**src/rtl/uart_pkg.sv**
```systemverilog
// Shared types and constants for the UART transmit path: FSM states,
// parity modes, data-length encoding and small decode helpers.
package uart_pkg;

  typedef enum logic [2:0] {
    ST_IDLE,
    ST_START,
    ST_DATA,
    ST_PARITY,
    ST_STOP
  } state_t;

  localparam logic [1:0] PAR_NONE = 2'd0;
  localparam logic [1:0] PAR_EVEN = 2'd1;
  localparam logic [1:0] PAR_ODD  = 2'd2;

  localparam logic [1:0] BITS_5 = 2'd0;
  localparam logic [1:0] BITS_6 = 2'd1;
  localparam logic [1:0] BITS_7 = 2'd2;
  localparam logic [1:0] BITS_8 = 2'd3;

  // Index of the final data bit: 4 for BITS_5 up to 7 for BITS_8.
  function automatic logic [2:0] last_bit_index(input logic [1:0] bits);
    return {1'b1, bits};
  endfunction

  function automatic logic [7:0] data_mask(input logic [1:0] bits);
    return 8'hFF >> (BITS_8 - bits);
  endfunction

  function automatic logic parity_enabled(input logic [1:0] mode);
    return (mode == PAR_EVEN) || (mode == PAR_ODD);
  endfunction

endpackage

```
**src/rtl/uart_baud_gen.sv**
```systemverilog
// Bit-period timer: counts CLK_FREQ/BAUD cycles and strobes on the last
// cycle of each bit; held at zero while clear is high.
module uart_baud_gen #(
  parameter int CLK_FREQ = 50_000_000,
  parameter int BAUD     = 9600
) (
  input  logic clk,
  input  logic reset_n,
  input  logic clear,
  output logic bit_end
);

  localparam int DIV = CLK_FREQ / BAUD;
  localparam int CW  = (DIV > 1) ? $clog2(DIV) : 1;

  logic [CW-1:0] count_reg;

  assign bit_end = !clear && (count_reg == CW'(DIV - 1));

  always_ff @(posedge clk or negedge reset_n) begin
    if (!reset_n) begin
      count_reg <= '0;
    end else if (clear || bit_end) begin
      count_reg <= '0;
    end else begin
      count_reg <= count_reg + CW'(1);
    end
  end

endmodule

```
**src/rtl/uart_frame_tx.sv**
```systemverilog
// Configurable UART frame transmitter (5-8 data bits, none/even/odd parity,
// one or two stop bits) with a registered serial output and done pulse.
module uart_frame_tx
  import uart_pkg::*;
#(
  parameter int CLK_FREQ = 50_000_000,
  parameter int BAUD     = 9600
) (
  input  logic       clk,
  input  logic       reset_n,
  input  logic [7:0] tx_data,
  input  logic       tx_valid,
  output logic       tx_ready,
  input  logic [1:0] cfg_bits,
  input  logic [1:0] cfg_parity,
  input  logic       cfg_stop2,
  output logic       uart_tx,
  output logic       tx_done,
  output logic       busy
);

  localparam int DIV = CLK_FREQ / BAUD;

  if (DIV < 2) begin : g_div_check
    $error("uart_frame_tx: CLK_FREQ/BAUD must be at least 2");
  end

  state_t     state_reg, state_next;
  logic [2:0] bit_idx_reg, bit_idx_next;
  logic       ready_en_reg;
  logic [7:0] data_reg;
  logic [1:0] bits_reg;
  logic [1:0] parity_reg;
  logic       stop2_reg;
  logic       bit_end;
  logic       accept;
  logic       parity_bit;
  logic       line_next;
  logic       done_next;

  // ready_en_reg keeps tx_ready low during reset and raises it on the first edge after.
  assign tx_ready = ready_en_reg && (state_reg == ST_IDLE);
  assign busy     = !tx_ready;
  assign accept   = tx_valid && tx_ready;

  assign parity_bit = (^(data_reg & data_mask(bits_reg))) ^ (parity_reg == PAR_ODD);

  uart_baud_gen #(
    .CLK_FREQ (CLK_FREQ),
    .BAUD     (BAUD)
  ) u_baud_gen (
    .clk     (clk),
    .reset_n (reset_n),
    .clear   (state_reg == ST_IDLE),
    .bit_end (bit_end)
  );

  always_ff @(posedge clk or negedge reset_n) begin
    if (!reset_n) begin
      state_reg    <= ST_IDLE;
      bit_idx_reg  <= '0;
      ready_en_reg <= 1'b0;
    end else begin
      state_reg    <= state_next;
      bit_idx_reg  <= bit_idx_next;
      ready_en_reg <= 1'b1;
    end
  end

  always_comb begin
    state_next   = state_reg;
    bit_idx_next = bit_idx_reg;
    case (state_reg)
      ST_IDLE: begin
        bit_idx_next = '0;
        if (accept) state_next = ST_START;
      end
      ST_START: begin
        if (bit_end) state_next = ST_DATA;
      end
      ST_DATA: begin
        if (bit_end) begin
          if (bit_idx_reg == last_bit_index(bits_reg)) begin
            bit_idx_next = '0;
            state_next   = parity_enabled(parity_reg) ? ST_PARITY : ST_STOP;
          end else begin
            bit_idx_next = bit_idx_reg + 3'd1;
          end
        end
      end
      ST_PARITY: begin
        if (bit_end) state_next = ST_STOP;
      end
      ST_STOP: begin
        // bit_idx_reg counts completed stop bits.
        if (bit_end) begin
          bit_idx_next = bit_idx_reg + 3'd1;
          if (!stop2_reg || (bit_idx_reg == 3'd1)) state_next = ST_IDLE;
        end
      end
      default: state_next = ST_IDLE;
    endcase
  end

  always_comb begin
    line_next = 1'b1;
    done_next = (state_reg == ST_STOP) && (state_next == ST_IDLE);
    case (state_next)
      ST_START:  line_next = 1'b0;
      ST_DATA:   line_next = data_reg[bit_idx_next];
      ST_PARITY: line_next = parity_bit;
      default:   line_next = 1'b1;
    endcase
  end

  always_ff @(posedge clk or negedge reset_n) begin
    if (!reset_n) begin
      uart_tx <= 1'b1;
      tx_done <= 1'b0;
    end else begin
      uart_tx <= line_next;
      tx_done <= done_next;
    end
  end

  always_ff @(posedge clk or negedge reset_n) begin
    if (!reset_n) begin
      data_reg   <= '0;
      bits_reg   <= '0;
      parity_reg <= '0;
      stop2_reg  <= 1'b0;
    end else if (accept) begin
      data_reg   <= tx_data;
      bits_reg   <= cfg_bits;
      parity_reg <= cfg_parity;
      stop2_reg  <= cfg_stop2;
    end
  end

endmodule

```
**config.mk**
```make
export PLATFORM = sky130hd
export DESIGN_NAME = uart_frame_tx
export DESIGN_NICKNAME = d
export VERILOG_FILES = /design/src/rtl/uart_pkg.sv /design/src/rtl/uart_baud_gen.sv /design/src/rtl/uart_frame_tx.sv
export SDC_FILE = /design/constraint.sdc
export NUM_CORES = 1
export LEC_CHECK = 0
export CELL_PAD_IN_SITES_DETAIL_PLACEMENT = 0
export CELL_PAD_IN_SITES_GLOBAL_PLACEMENT = 1
export CORE_UTILIZATION = 41
export CTS_CLUSTER_SIZE = 40
export DETAILED_ROUTE_END_ITERATION = 8
export PLACE_DENSITY = 0.76
export SLEW_MARGIN = 20
export SYNTH_ARGS = -nofsm -noshare
export SYNTH_HDL_FRONTEND = slang
export SYNTH_SLANG_ARGS = --single-unit
```
**constraint.sdc**
```tcl
create_clock -name clk -period 2.1 [get_ports clk]
set_input_delay 0.21 -clock clk [delete_from_list [all_inputs] [get_ports clk]]
set_output_delay 0.21 -clock clk [all_outputs]
set_load 0.05 [all_outputs]
```
==> reports/results.txt <==
I/O pin count: 20
global-route usage over all layers: 0.168
GPL Wtd Cong: 0.890
slowest cell on the critical path: dfrtp_1
worst setup margin: -0.102 ns
post-synthesis cell area: 0.00200 mm^2
length of the first detailed-routing pass in iterations: 4
pwr/cell area: 543 mW/mm^2
fill cell count: 416
row count: 25
delay-heaviest family, CP: simple AND/OR/NAND/NOR gates
Die Height: 71.8 um
post-CTS setup buffer count: 0
GR peak layer: met2
initial antenna violation count: 0
syn avg cell area: 11.4 um^2
final hold slack: 0.326 ns
Final nets: 229
Sw Pwr: 256 uW
reg2reg end: uart_tx
# Max-Cap Violations: 0
Reg2Reg Setup Slack: -0.10 ns
P_int: 1.08 mW
layout cell share with drive strength beyond 1: 0.248
top post-synthesis cells by area: dfrtp_1, xnor2_1, mux2_1
largest net degree at the start of global routing: 36
Clk pin slew, worst setup/hold paths: 0.08 ns
Seq pwr share: 0.504
Clk pwr share: 0.465
max reg flops: 13
hpwl dp: 2960 um
failing checks: setup timing
Distinct cells, synth: 49
routed len/inst: 14.6 um
H-tree level count: 2
Worst VDD drop: 333 uV
Setup crit end kind: flop
Post-CTS Hold Buffers: 0
Critical Path Start: u_baud_gen.count_reg[1]
Tot Pwr: 1.34 mW
post-route ant nets: 0
EDFF count, synth: 0
vias in the first global route: 1432
setup TNS: -0.102 ns
met1 Resource Use GR: 0.221
grt ovf: 0
TritonCTS Sinks: 35
first-pass GRT wire length: 6640 um
crit-path cells: ha_2 -> and4b_4 -> nand3_4 -> or3_4 -> mux2i_1 -> a221oi_2 -> o41ai_2 -> o31ai_2
sw frac: 0.191
CTS max path bufs: 2
Synth top area share: 0.426
CTS Buf Count: 5
R2R Path Start: u_baud_gen.count_reg[1]
Placed Instances: 256
DRT Wirelength: 3860 um
Finished Layout Cells: 264
Die Width: 71.8 um
CTS tree: done
Antenna Cells: 0
arrival time at the worst endpoint: 2.41 ns
area of the core: 0.00469 mm^2
CP Launch Type: flop
Worst Skew: 0.0121 ns
worst setup path class: flop to flop
largest stage delay on the critical path: 0.37 ns
status: finished with violations
R2R cell count: 8
drt drc: 0
initial core utilization: 0.425
post-synthesis sequential area ratio: 0.439
area leader, netlist: dfrtp_1
PortBufs: 19
Comb pwr share: 0.032
critical path fanouts, max: 5
count of final hold-check violations: 0
M2 GR Usage: 0.267
post-synth net total: 195
GRT met3 Usage: 0.0408
#FFs+latches synth: 35
Final Max Slew Viols: 0
period utilisation layout: 1.05
Min-Delay Path Class: input port to async pin
fraction of registers with async set/reset: 1.00
fmax: 454 MHz
Mapped Cells: 175
worst skew pair latency: 0.28 ns
Final Core Density: 0.526
post-DR vias/cell: 5.24
RSZ-0062 raised after global routing: true
P&R area growth vs syn: 23.6%
Primary FF master, synth: dfrtp_1
clock root buffer: clkbuf_8
routed vias: 1384
Worst Path Required: 2.30 ns
initial DRC count: 56
worst path bufs/invs: 0
leakage power: 1.13 nW
min Tclk post-route: 2.20 ns
die area: 0.00515 mm^2
Setup Viol. Count Final: 1
YS warnings: 0
-- cells in the final DEF (no fill, tap or decap), drive strengths merged, types with 3 or more instances in the layout --
cell type	n
mux2	14
a21oi	4
nand4	4
clkdlybuf4s50	17
nor3	5
clkbuf	6
nand3	3
nor4b	3
xnor2	19
ha	4
buf	16
or3	3
o21ai	6
and2	3
xor2	6
inv	7
nor2	21
dfrtp	34
and3	3
nand2	11
-- routing by layer --
metal,vias up,wire [um]
met4,0,87
met5,-,0
met3,8,113
li1,671,-
met1,677,1880
met2,28,1780
-- stage by stage --
stage               area [um^2]  setup WS, ns
finish                     2470        -0.102
global route               2470        -0.196
CTS                        2460        -0.105
detailed placement         2340        -0.115
global placement           2340        0.0410
floorplan                  2010       0.00715
-- how the worst max path moves through the flow --
stage,depth (start not counted),end,slack (ns)
detailed placement,8,uart_tx,-0.12
floorplan,8,uart_tx,0.007
global route,7,uart_tx,-0.20
finish,8,uart_tx,-0.10
global placement,8,uart_tx,0.04
CTS,9,uart_tx,-0.10
-- timing repair --
| item | CTS | global route |
|---|---|---|
| gates resized for setup | 0 | 1 |
| pin swaps | 2 | 0 |
| hold endpoints to repair | 0 | 0 |
| setup endpoints to repair | 1 | 1 |
-- cell usage after synthesis (2+ instances only) --
cell and number:
inv_1 7, and3_1 2, nor2_1 21, nor3_1 4, dfrtp_1 34, o21ai_0 4, mux2i_1 2, or3_2 2
o21ai_2 2, buf_6 2, mux2_1 10, nor4b_4 2, xor2_1 6, nand3_1 2, nand2_1 10, xnor2_1 18
mux4_2 2, ha_1 4, and2_1 3, a21oi_1 4, nand4_1 4, mux2_2 3
-- cell type report --
cell class	count	area [um^2]	share of cell area
Tap cell	54	67.6	0.0274
Multi-Input combinational cell	127	1060	0.429
Clock inverter	2	35.0	0.0142
Sequential cell	35	877	0.356
Timing Repair Buffer	33	319	0.129
Clock buffer	6	82.6	0.0335
Inverter	7	26.3	0.0107
-- kinds of logic (layout without fill, tap and decap cells) --
group                      count (synthesis)  count (layout)  share of synthesized area
and+or+nand+nor                           62              62                      0.199
DFF                                       35              35                      0.440
xor gates and xnor gates                  25              25                      0.113
muxes                                     18              18                      0.113
AOI/OAI and AO/OA                         17              17                     0.0702
buffers and inverters                     13              48                     0.0376
adders and majority gates                  4               4                     0.0251
other                                      1               1                    0.00188
-- power groups by stage --
stage          Clock [mW]  Sequential (mW)  Combinational, mW
2_1_floorplan           0            0.688           0.000541
3_3_place_gp            0            0.688             0.0425
3_5_place_dp            0            0.688             0.0438
4_1_cts             0.641            0.675             0.0441
5_1_grt             0.673            0.675             0.0472
6_report            0.623            0.675             0.0423
-- worst register-to-register path, delay by kind of cell (launching register included) --
family	cells	cell delay (ns)
DFF	1	0.37
adders and majority gates	1	0.18
muxes	1	0.15
and+or+nand+nor	3	0.74
AOI/OAI and AO/OA	3	0.69
Power figures use the tool's default switching activity.
